## config.mk

```make
export PLATFORM = sky130hd
export DESIGN_NAME = ex_stage_control_flat
export DESIGN_NICKNAME = d
export VERILOG_FILES = /design/src/rtl/ex_stage_control_pkg.sv /design/src/rtl/ex_stage_control_if.sv /design/src/rtl/ex_stage_control_muldiv_seq.sv /design/src/rtl/ex_stage_control.sv /design/src/flat_wrapper.sv
export SDC_FILE = /design/constraint.sdc
export NUM_CORES = 1
export LEC_CHECK = 0
export ABC_AREA = 1
export ABC_CLOCK_PERIOD_IN_PS = 1800
export BUFFER_PORTS_ARGS = -buffer_cell sky130_fd_sc_hd__clkbuf_2
export CAP_MARGIN = 20
export CORE_ASPECT_RATIO = 2
export CORE_UTILIZATION = 50
export CTS_CLUSTER_SIZE = 30
export DETAILED_ROUTE_END_ITERATION = 7
export GPL_ROUTABILITY_DRIVEN = 0
export HOLD_SLACK_MARGIN = 0.1
export PLACE_DENSITY = 0.81
export SYNTH_ARGS = -nofsm -noshare
export SYNTH_HDL_FRONTEND = slang
export SYNTH_SLANG_ARGS = --single-unit
```

## constraint.sdc

```tcl
create_clock -name clk -period 1.8 [get_ports clk]
set_input_delay 0.27 -clock clk [delete_from_list [all_inputs] [get_ports clk]]
set_output_delay 0.27 -clock clk [all_outputs]
set_load 0.005 [all_outputs]
```

## src/rtl/ex_stage_control_pkg.sv

```systemverilog
// Shared RV32 opcode, funct and ALU-select constants for the execute-stage control slice.
package ex_stage_control_pkg;

  localparam logic [6:0] OPC_LUI    = 7'b0110111;
  localparam logic [6:0] OPC_AUIPC  = 7'b0010111;
  localparam logic [6:0] OPC_JAL    = 7'b1101111;
  localparam logic [6:0] OPC_JALR   = 7'b1100111;
  localparam logic [6:0] OPC_BRANCH = 7'b1100011;
  localparam logic [6:0] OPC_LOAD   = 7'b0000011;
  localparam logic [6:0] OPC_STORE  = 7'b0100011;
  localparam logic [6:0] OPC_OP_IMM = 7'b0010011;
  localparam logic [6:0] OPC_OP     = 7'b0110011;
  localparam logic [6:0] OPC_SYSTEM = 7'b1110011;

  localparam logic [6:0] F7_MULDIV = 7'b0000001;

  localparam logic [2:0] F3_SLL  = 3'b001;
  localparam logic [2:0] F3_SLT  = 3'b010;
  localparam logic [2:0] F3_SLTU = 3'b011;
  localparam logic [2:0] F3_XOR  = 3'b100;
  localparam logic [2:0] F3_SR   = 3'b101;
  localparam logic [2:0] F3_OR   = 3'b110;
  localparam logic [2:0] F3_AND  = 3'b111;

  // Wide enough for the largest legal MULDIV_CYCLES-1 (31).
  localparam int unsigned MD_CNT_W = 5;

  typedef enum logic [3:0] {
    ALU_ADD    = 4'd0,
    ALU_SLL    = 4'd1,
    ALU_SLT    = 4'd2,
    ALU_XOR    = 4'd4,
    ALU_SRL    = 4'd5,
    ALU_OR     = 4'd6,
    ALU_AND    = 4'd7,
    ALU_SLTU   = 4'd11,
    ALU_SUB    = 4'd12,
    ALU_SRA    = 4'd13,
    ALU_PASS_B = 4'd15
  } alu_op_e;

  typedef enum logic [1:0] {
    MD_IDLE,
    MD_BUSY,
    MD_DONE
  } md_state_e;

  // bit30 selects SUB only for register-register ops; it selects SRA for both shapes.
  function automatic alu_op_e alu_decode(input logic [2:0] funct3, input logic bit30,
                                         input logic is_r);
    alu_op_e op;
    case (funct3)
      F3_SLL:  op = ALU_SLL;
      F3_SLT:  op = ALU_SLT;
      F3_SLTU: op = ALU_SLTU;
      F3_XOR:  op = ALU_XOR;
      F3_SR: begin
        if (bit30) op = ALU_SRA;
        else       op = ALU_SRL;
      end
      F3_OR:   op = ALU_OR;
      F3_AND:  op = ALU_AND;
      default: begin
        if (is_r && bit30) op = ALU_SUB;
        else               op = ALU_ADD;
      end
    endcase
    return op;
  endfunction

endpackage

```

## src/rtl/ex_stage_control_if.sv

```systemverilog
// Bundle of s1->s2 inputs, forwarding info and s2 decode/sequencer outputs.
interface ex_stage_control_if;
  logic [31:0] inst_in;
  logic        valid_in;
  logic        flush;
  logic        stall_ext;
  logic [4:0]  rd_s3;
  logic        regwen_s3;
  logic [31:0] inst_s2;
  logic        valid_s2;
  logic [1:0]  rs1_sel;
  logic [1:0]  rs2_sel;
  logic        brun;
  logic        a_sel;
  logic        b_sel;
  logic        mem_wen;
  logic        regwen_s2;
  logic [3:0]  alu_sel;
  logic        md_start;
  logic [2:0]  md_op;
  logic        md_done;
  logic        stall_s1;
  logic        illegal_s2;

  modport master (
    output inst_in, valid_in, flush, stall_ext, rd_s3, regwen_s3,
    input  inst_s2, valid_s2, rs1_sel, rs2_sel, brun, a_sel, b_sel, mem_wen, regwen_s2,
           alu_sel, md_start, md_op, md_done, stall_s1, illegal_s2
  );

  modport slave (
    input  inst_in, valid_in, flush, stall_ext, rd_s3, regwen_s3,
    output inst_s2, valid_s2, rs1_sel, rs2_sel, brun, a_sel, b_sel, mem_wen, regwen_s2,
           alu_sel, md_start, md_op, md_done, stall_s1, illegal_s2
  );
endinterface

```

## src/rtl/ex_stage_control_muldiv_seq.sv

```systemverilog
// Multi-cycle M-op sequencer: launch pulse, busy countdown, and a done state held under stall_ext.
module muldiv_seq
  import ex_stage_control_pkg::*;
#(
  parameter int unsigned MULDIV_CYCLES = 8
) (
  input  logic clk,
  input  logic rst_n,
  input  logic launch_req,
  input  logic flush,
  input  logic stall_ext,
  output logic md_start,
  output logic md_done,
  output logic stall_s1
);

  md_state_e             state_q, state_d;
  logic [MD_CNT_W-1:0]   cnt_q, cnt_d;

  always_ff @(posedge clk or negedge rst_n) begin
    if (!rst_n) begin
      state_q <= MD_IDLE;
      cnt_q   <= '0;
    end else begin
      state_q <= state_d;
      cnt_q   <= cnt_d;
    end
  end

  // BUSY leaves on the cycle the counter would reach zero, so launch plus BUSY spans MULDIV_CYCLES.
  always_comb begin
    state_d  = state_q;
    cnt_d    = cnt_q;
    md_start = 1'b0;
    md_done  = 1'b0;
    stall_s1 = 1'b0;
    case (state_q)
      MD_IDLE: begin
        if (launch_req && !flush) begin
          md_start = 1'b1;
          stall_s1 = 1'b1;
          state_d  = MD_BUSY;
          cnt_d    = MD_CNT_W'(MULDIV_CYCLES - 1);
        end
      end
      MD_BUSY: begin
        stall_s1 = 1'b1;
        cnt_d    = cnt_q - MD_CNT_W'(1);
        if (cnt_q <= MD_CNT_W'(1)) begin
          state_d = MD_DONE;
          cnt_d   = '0;
        end
      end
      MD_DONE: begin
        md_done = 1'b1;
        if (!stall_ext) state_d = MD_IDLE;
      end
      default: state_d = MD_IDLE;
    endcase
    if (flush) begin
      state_d = MD_IDLE;
      cnt_d   = '0;
    end
  end

endmodule

```

## src/rtl/ex_stage_control.sv

```systemverilog
// Execute-stage control: s2 pipeline register, RV32I/M decode, s3 forwarding select, M-op sequencing.
module ex_stage_control
  import ex_stage_control_pkg::*;
#(
  parameter int unsigned MULDIV_EN     = 1,
  parameter int unsigned MULDIV_CYCLES = 8,
  parameter logic [31:0] NOP_INST      = 32'h0000_0013
) (
  input  logic                clk,
  input  logic                rst_n,
  ex_stage_control_if.slave   bus
);

  logic [31:0] inst_q;
  logic        valid_q;
  logic        stall_s1;
  logic        md_start;
  logic        md_done;

  always_ff @(posedge clk or negedge rst_n) begin
    if (!rst_n) begin
      inst_q  <= NOP_INST;
      valid_q <= 1'b0;
    end else if (bus.flush) begin
      inst_q  <= NOP_INST;
      valid_q <= 1'b0;
    end else if (!(bus.stall_ext || stall_s1)) begin
      inst_q  <= bus.inst_in;
      valid_q <= bus.valid_in;
    end
  end

  logic [6:0] opcode;
  logic [2:0] funct3;
  logic [6:0] funct7;
  logic [4:0] rd, rs1, rs2;
  alu_op_e    alu_op;
  logic       a_sel, b_sel, store, writes_rd, illegal, is_mop;

  assign opcode = inst_q[6:0];
  assign rd     = inst_q[11:7];
  assign funct3 = inst_q[14:12];
  assign rs1    = inst_q[19:15];
  assign rs2    = inst_q[24:20];
  assign funct7 = inst_q[31:25];

  always_comb begin
    alu_op    = ALU_ADD;
    a_sel     = 1'b0;
    b_sel     = 1'b1;
    store     = 1'b0;
    writes_rd = 1'b0;
    illegal   = 1'b0;
    is_mop    = 1'b0;
    case (opcode)
      OPC_LUI: begin
        alu_op    = ALU_PASS_B;
        writes_rd = 1'b1;
      end
      OPC_AUIPC, OPC_JAL: begin
        a_sel     = 1'b1;
        writes_rd = 1'b1;
      end
      OPC_BRANCH: a_sel = 1'b1;
      OPC_JALR, OPC_LOAD, OPC_SYSTEM: writes_rd = 1'b1;
      OPC_STORE:  store = 1'b1;
      OPC_OP_IMM: begin
        alu_op    = alu_decode(funct3, inst_q[30], 1'b0);
        writes_rd = 1'b1;
      end
      OPC_OP: begin
        b_sel = 1'b0;
        if (funct7 == F7_MULDIV) begin
          if (MULDIV_EN != 0) begin
            is_mop    = 1'b1;
            writes_rd = 1'b1;
          end else begin
            illegal = 1'b1;
          end
        end else begin
          alu_op    = alu_decode(funct3, inst_q[30], 1'b1);
          writes_rd = 1'b1;
        end
      end
      default: illegal = 1'b1;
    endcase
  end

  muldiv_seq #(
    .MULDIV_CYCLES (MULDIV_CYCLES)
  ) u_muldiv_seq (
    .clk        (clk),
    .rst_n      (rst_n),
    .launch_req (valid_q && is_mop),
    .flush      (bus.flush),
    .stall_ext  (bus.stall_ext),
    .md_start   (md_start),
    .md_done    (md_done),
    .stall_s1   (stall_s1)
  );

  assign bus.inst_s2    = inst_q;
  assign bus.valid_s2   = valid_q;
  assign bus.alu_sel    = alu_op;
  assign bus.a_sel      = a_sel;
  assign bus.b_sel      = b_sel;
  assign bus.brun       = inst_q[13];
  assign bus.mem_wen    = valid_q && store;
  assign bus.regwen_s2  = valid_q && writes_rd && (rd != '0);
  assign bus.illegal_s2 = valid_q && illegal;
  assign bus.rs1_sel    = (bus.regwen_s3 && (bus.rd_s3 != '0) && (bus.rd_s3 == rs1)) ? 2'b01 : 2'b00;
  assign bus.rs2_sel    = (bus.regwen_s3 && (bus.rd_s3 != '0) && (bus.rd_s3 == rs2)) ? 2'b01 : 2'b00;
  assign bus.md_start   = md_start;
  assign bus.md_op      = funct3;
  assign bus.md_done    = md_done;
  assign bus.stall_s1   = stall_s1;

endmodule

```

## src/flat_wrapper.sv

```systemverilog
// flat-port wrapper written by rule: the top's interface ports become plain ports
module ex_stage_control_flat import ex_stage_control_pkg::*;
#(
  parameter int unsigned MULDIV_EN     = 1,
  parameter int unsigned MULDIV_CYCLES = 8,
  parameter logic [31:0] NOP_INST      = 32'h0000_0013
)
  (clk, rst_n, bus_inst_in, bus_valid_in, bus_flush, bus_stall_ext, bus_rd_s3, bus_regwen_s3, bus_inst_s2, bus_valid_s2, bus_rs1_sel, bus_rs2_sel, bus_brun, bus_a_sel, bus_b_sel, bus_mem_wen, bus_regwen_s2, bus_alu_sel, bus_md_start, bus_md_op, bus_md_done, bus_stall_s1, bus_illegal_s2);
  ex_stage_control_if bus_i ();
  input  logic clk;
  input  logic rst_n;
  input wire logic [$bits(bus_i.inst_in)-1:0] bus_inst_in;
  input wire logic [$bits(bus_i.valid_in)-1:0] bus_valid_in;
  input wire logic [$bits(bus_i.flush)-1:0] bus_flush;
  input wire logic [$bits(bus_i.stall_ext)-1:0] bus_stall_ext;
  input wire logic [$bits(bus_i.rd_s3)-1:0] bus_rd_s3;
  input wire logic [$bits(bus_i.regwen_s3)-1:0] bus_regwen_s3;
  output wire logic [$bits(bus_i.inst_s2)-1:0] bus_inst_s2;
  output wire logic [$bits(bus_i.valid_s2)-1:0] bus_valid_s2;
  output wire logic [$bits(bus_i.rs1_sel)-1:0] bus_rs1_sel;
  output wire logic [$bits(bus_i.rs2_sel)-1:0] bus_rs2_sel;
  output wire logic [$bits(bus_i.brun)-1:0] bus_brun;
  output wire logic [$bits(bus_i.a_sel)-1:0] bus_a_sel;
  output wire logic [$bits(bus_i.b_sel)-1:0] bus_b_sel;
  output wire logic [$bits(bus_i.mem_wen)-1:0] bus_mem_wen;
  output wire logic [$bits(bus_i.regwen_s2)-1:0] bus_regwen_s2;
  output wire logic [$bits(bus_i.alu_sel)-1:0] bus_alu_sel;
  output wire logic [$bits(bus_i.md_start)-1:0] bus_md_start;
  output wire logic [$bits(bus_i.md_op)-1:0] bus_md_op;
  output wire logic [$bits(bus_i.md_done)-1:0] bus_md_done;
  output wire logic [$bits(bus_i.stall_s1)-1:0] bus_stall_s1;
  output wire logic [$bits(bus_i.illegal_s2)-1:0] bus_illegal_s2;
  assign bus_i.inst_in = bus_inst_in;
  assign bus_i.valid_in = bus_valid_in;
  assign bus_i.flush = bus_flush;
  assign bus_i.stall_ext = bus_stall_ext;
  assign bus_i.rd_s3 = bus_rd_s3;
  assign bus_i.regwen_s3 = bus_regwen_s3;
  assign bus_inst_s2 = bus_i.inst_s2;
  assign bus_valid_s2 = bus_i.valid_s2;
  assign bus_rs1_sel = bus_i.rs1_sel;
  assign bus_rs2_sel = bus_i.rs2_sel;
  assign bus_brun = bus_i.brun;
  assign bus_a_sel = bus_i.a_sel;
  assign bus_b_sel = bus_i.b_sel;
  assign bus_mem_wen = bus_i.mem_wen;
  assign bus_regwen_s2 = bus_i.regwen_s2;
  assign bus_alu_sel = bus_i.alu_sel;
  assign bus_md_start = bus_i.md_start;
  assign bus_md_op = bus_i.md_op;
  assign bus_md_done = bus_i.md_done;
  assign bus_stall_s1 = bus_i.stall_s1;
  assign bus_illegal_s2 = bus_i.illegal_s2;
  ex_stage_control #(.MULDIV_EN(MULDIV_EN), .MULDIV_CYCLES(MULDIV_CYCLES), .NOP_INST(NOP_INST)) u_core (.clk(clk), .rst_n(rst_n), .bus(bus_i));
endmodule
```

Word level (Yosys, flattened, before mapping)
Cells that the tools add are included.
{"block": "word_totals", "register_bits": 40, "input_bits": 43, "out_inout_bits": 53, "word_cells": 84}
{"block": "classes", "add_sub_neg": 1, "order_cmp": 1, "n_eq_ne": 26, "n_mux": 32, "reduce_logical": 20}
{"operator": "32-bit two-way mux", "count": 2}
{"operator": "4-bit one-hot mux with 7 select lines", "count": 2}
{"operator": "7-bit equality test, second input constant", "count": 4}
{"operator": "7-bit by 6-bit equality test with 1-bit output, second input constant", "count": 3}
{"operator": "5-bit two-way mux", "count": 3}
{"operator": "7-bit by 5-bit equality test with 1-bit output, second input constant", "count": 2}
{"operator": "1-bit two-way mux", "count": 14}
{"operator": "3-bit equality test, second input constant", "count": 4}
{"operator": "4-bit two-way mux", "count": 3}
{"operator": "4-bit one-hot mux with 3 select lines", "count": 1}
{"operator": "5-bit equality test", "count": 2}
{"operator": "5-bit one-hot mux with 2 select lines", "count": 1}
{"operator": "5-bit nonzero test", "count": 2}
{"operator": "10-bit OR reduction", "count": 1}
{"operator": "1-bit logical AND", "count": 9}
{"operator": "3-bit inequality test, second input constant", "count": 3}
{"operator": "2-bit two-way mux", "count": 4}
{"operator": "8-bit OR reduction", "count": 1}
{"operator": "7-bit by 1-bit equality test with 1-bit output, second input constant", "count": 1}
{"operator": "7-bit by 2-bit equality test with 1-bit output, second input constant", "count": 1}
{"operator": "3-bit by 2-bit equality test with 1-bit output, second input constant", "count": 2}
{"operator": "2-bit one-hot mux with 3 select lines", "count": 1}
{"operator": "5-bit by 1-bit <= comparator with 1-bit output, second input constant", "count": 1}
{"operator": "5-bit by 1-bit subtractor with 5-bit output, second input constant", "count": 1}
{"operator": "12 further kinds", "count": 12}

Depth between registers and ports, before layout
{"block": "logic_depth", "word_depth": 10, "mapped_depth": 9, "ltp_nobuf": 9}

Modules after synthesis
A second synthesis with hierarchy kept.
{"block": "unflattened", "hier_cells": 270, "area_unflattened_um2": 2249.7}
{"mod": "ex_stage_control", "instances": 1, "cells_per_inst": 205, "area_per_inst_um2": 1796.7, "seq_area_each_um2": 829.5}
{"mod": "muldiv_seq", "instances": 1, "cells_per_inst": 65, "area_per_inst_um2": 452.9, "seq_area_each_um2": 175.2}

Least setup slack after synthesis
No wires, ideal clock.
{"block": "synth_timing", "path_type": "reg2out", "startpoint": "register u_core.inst_q[1], in the netlist u_core.bus.inst_s2[1]", "endpoint": "output port bus_stall_s1", "arrival_ps": 1350, "required_time_ps": 1530, "setup_slack_ps": 180, "stages_incl_launch_ff": 8, "n_path_buf": 1, "path_cell_list": "dfstp_2 nand2_1 inv_2 nand2_2 nor2_4 nand4_4 buf_2 nand2_1"}
{"block": "synth_between", "elab_chain_cells": 6}
{"item": "start, declared", "line": "ex_stage_control.sv:14", "rtl": "logic [31:0] inst_q;"}
{"item": "start signal, assigned", "line": "ex_stage_control.sv:28", "rtl": "inst_q <= bus.inst_in;"}
{"item": "7-bit by 6-bit equality test with 1-bit output", "line": "ex_stage_control.sv:55", "rtl": "case (opcode)"}
{"item": "1-bit two-way mux", "line": "ex_stage_control.sv:55"}
{"item": "1-bit logical AND", "line": "ex_stage_control.sv:94", "rtl": ".launch_req (valid_q && is_mop),"}
{"item": "1-bit logical AND", "line": "ex_stage_control_muldiv_seq.sv:39", "rtl": "if (launch_req && !flush) begin"}
{"item": "1-bit two-way mux", "line": "ex_stage_control_muldiv_seq.sv:39"}
{"item": "1-bit one-hot mux with 2 select lines", "line": "ex_stage_control_muldiv_seq.sv:37", "rtl": "case (state_q)"}
{"item": "end, declared", "line": "flat_wrapper.sv:31", "rtl": "output wire logic [$bits(bus_i.stall_s1)-1:0] bus_stall_s1;"}
Every way passes these cells.

Worst setup path after layout
{"block": "layout_timing", "startpoint": "register u_core.inst_q[1], in the netlist u_core.bus.inst_s2[1]", "endpoint": "output port bus_alu_sel[3]"}
{"block": "layout_between", "elab_chain_cells": 2, "elab_cells_between_ends": 4, "cone_classes": "eq/ne (3); mux (1)"}
{"item": "7-bit by 6-bit equality test with 1-bit output or 7-bit by 5-bit equality test with 1-bit output (tied branches)", "line": "ex_stage_control.sv:55"}
{"item": "4-bit one-hot mux with 3 select lines *", "line": "ex_stage_control.sv:55"}
{"item": "end, declared", "line": "flat_wrapper.sv:27", "rtl": "output wire logic [$bits(bus_i.alu_sel)-1:0] bus_alu_sel;"}
Every way passes the cells marked *; elsewhere a longest branch is shown, timed or not.

==> flow_summary.yaml <==
drt:
  drc: 0
  vias: 2698
  dr.pass1.iters: 4
  via_per_inst: 5.034
  wl_um: 6682
  drt_iter0_markers: 56
  drt.antenna.violating_nets: 0
  wl_per_cell_um: 12.47
synthesis:
  yosysSeqAreaShare_pct: 39.19
  syn_inst: 374
  async_reset_ff_share_pct: 100.0
  syn_area_mm2: 0.002564
  syn_area_per_cell_um2: 6.855
  yosysWarnings: 0
  synth_ff_type: "dfrtp_1"
  synth-edff-count: 0
  netlist-cell-type-count: 32
  synth.ff_latch_count: 40
clock_tree:
  cts.reportedPaths.clkPinSlew_ps: 80
  htreeDepth: 2
  clock_latency_ps: 290
  clockRootBuffer: "clkbuf_8"
  cts_buffers: 5
  cts.sink_count: 40
  cts_buffer_depth: 2
  cts_tree: "yes"
worst_setup_path:
  critical_path_buf_inv_count: 3
  cp_top_family: "flip-flops"
  crit_path_max_incr_delay_ps: 570
  reg2reg_to: "u_core.bus.inst_s2[21]$_DFFE_PN0P_"
  required_ps: 1530
  crit_path_frequent_cell: "nand2_4"
  crit_type: "reg -> out"
  crit_path_end_kind: "output port"
  crit_chain: "nand2_4 -> inv_4 -> nand2_4 -> nor2_4 -> buf_6 -> nand4_1 -> nand3_1 -> buf_2"
  cp_max_fo: 6
  r2r_cells: 9
  reg2reg_setup_slack_ps: 90
  crit_arrival_ps: 1660
  critical_path.slowest_cell: "dfstp_2"
  startpoint_type: "flop"
  r2r-start: "u_core.bus.inst_s2[1]$_DFFE_PN1P_"
global_route:
  grt_pass1_wl_um: 10950
  grt_pass1_vias: 2540
  grt-ovfl-total: 0
  grt_max_degree: 41
  antenna_found_initial: 0
  grt_use_total_pct: 26.76
sta:
  fin_ws_ps: -126.7
  fin_skew_ps: 9.156
  fmax_mhz: 519.0
  max_slew_margin_pct: 65.96
  setup_tns_ps: -759.0
  period_share_pct: 107.0
  period_minus_slack_ps: 1927
  hold_viol_final: 0
  worst_pin_slew_ps: 510.6
  finalSetupViolCount: 10
  slew_viol_final: 0
  grt_setup_unrepaired: "true"
floorplanning:
  initial_core_util_pct: 52.22
  ios: 96
  dieArea_mm2: 0.005435
  core_mm2: 0.004910
  die_h_um: 103.3
  placementRows: 36
  die_w_um: 52.64
pwr:
  vdd_drop_max_uv: 651.9
  p_leak_uw: 0.001986
  powerDensity_mw_per_mm2: 673.1
worst_hold_path:
  hold_depth: 3
  hold_end: "u_core.u_muldiv_seq.state_q[1]$_DFFE_PN0P_"
  hold_path.class: "in -> reg"
  hold_path.startpoint: "bus_stall_ext"
cells_and_area:
  fin_nets: 523
  layout_commonest_cell: "nand2_1"
  area_delta_synth_final_pct: 32.31
  layout_common_cells: "99 x nand2_1, 87 x clkbuf_2, 50 x nor2_1"
  layout-drive-gt1-share_pct: 32.57
  diodes: 0
job:
  cap_viol_max_count: 0
placement:
  pre_cts_slack_ps: 41.61
  port_buffers: 93
  dp.final_hpwl_um: 4919
run_status:
  status: "complete, but fails checks"
  violations: "setup timing"
==> area by class of cell <==
class                      count  area, um^2
tap                           57       71.32
inverter                      54       205.2
clock inverter                 2       35.03
clock buffer                   6       72.57
fill                         416        1518
timing repair buffer         115       648.1
sequential                    40        1005
multi-input combinational    262        1355
==> cells in the mapped netlist (2+ instances only) <==
library cell / count / area share [%]
nand4_1: 5 / 1.2
xor2_1: 7 / 2.4
o211ai_1: 3 / 0.88
ha_1: 2 / 0.98
buf_4: 9 / 2.6
dfstp_2: 3 / 3.1
nand3_1: 51 / 10
nor2_2: 2 / 0.49
a21oi_1: 2 / 0.39
clkbuf_1: 6 / 0.88
dfrtp_1: 37 / 36
xnor2_1: 6 / 2.0
o21ai_0: 4 / 0.78
nor4_1: 3 / 0.73
nand2_1: 104 / 15
nand3b_1: 3 / 0.88
buf_2: 4 / 0.78
inv_1: 52 / 7.6
nor3_1: 2 / 0.39
or2_2: 4 / 0.98
nor2_1: 54 / 7.9
==> per-layer routing <==
metal / vias to the layer above / part of all wire (%) / global-route usage [%]
li1: 1353 / - / -
met1: 1246 / 35 / 27.59
met2: 82 / 58 / 50.15
met3: 17 / 3.9 / 3.947
met4: 0 / 2.9 / 13.16
met5: - / 0 / 0
==> timing repair <==
action                     CTS  global route
gates resized for setup     21            18
setup endpoints to repair    9            46
pin swaps                   11             4
hold endpoints to repair    37             0
hold buffers                 1             0
setup buffers               10             1
==> registers in the layout (all words and copies together), names as in the netlist <==
signal / count
u_core.u_muldiv_seq.cnt_q: 5
u_core.bus.inst_s2: 32
u_core.u_muldiv_seq.state_q: 2
u_core.bus.valid_s2: 1
==> per-stage QoR <==
step / util [%] / power, uW / instances / hold slack (ps) / area (um^2)
3_5_place_dp: 62.51 / 1506 / 516 / 362.4 / 3069
4_1_cts: 67.94 / 2278 / 535 / 264.2 / 3336
2_1_floorplan: - / 1307 / 375 / -25.59 / 2567
5_1_grt: 69.09 / 2400 / 536 / 284.3 / 3392
6_report: 69.09 / 2283 / 536 / 260.5 / 3392
3_3_place_gp: 62.51 / 1492 / 516 / 353.0 / 3069
==> cell families after synthesis <==
| logic type | count (synthesis) | synth area share, % |
|---|---|---|
| AOI/OAI and AO/OA | 11 | 2.684 |
| buffers and inverters | 73 | 12.20 |
| adders and majority gates | 2 | 0.9759 |
| and+or+nand+nor | 234 | 40.36 |
| DFF | 40 | 39.19 |
| xor gates and xnor gates | 13 | 4.441 |
| other | 1 | 0.1463 |
==> how the worst max path moves through the flow <==
stage / startpoint / end / slack (ps) / cells past startpoint
final: u_core.bus.inst_s2[1]$_DFFE_PN1P_ / bus_alu_sel[3] / -130 / 8
after detailed placement: u_core.bus.inst_s2[4]$_DFFE_PN1P_ / bus_regwen_s2 / 40 / 7
after floorplan: u_core.bus.inst_s2[1]$_DFFE_PN1P_ / bus_stall_s1 / 180 / 7
after global placement: u_core.bus.inst_s2[4]$_DFFE_PN1P_ / bus_regwen_s2 / 100 / 7
after global routing: u_core.bus.inst_s2[1]$_DFFE_PN1P_ / bus_alu_sel[3] / -200 / 8
after CTS: u_core.bus.inst_s2[4]$_DFFE_PN1P_ / bus_regwen_s2 / -160 / 7
==> where the power goes <==
group	switching, uW	leakage [uW]	internal (uW)
combinational	282	0.00142	232
sequential	73.3	0.000513	964
clock	321	0.0000552	412
total	676	0.00199	1610
==> worst reg2reg max path, stage by stage (launching register included) <==
cell and delay [ps]:
dfstp_2 570, nand2_4 60, inv_4 70, nand2_4 70
nor2_4 200, nand4_4 110, buf_4 190, buf_6 190
nand3_1 90, nand2_1 60
No activity file was read; power rests on OpenSTA's default activity.
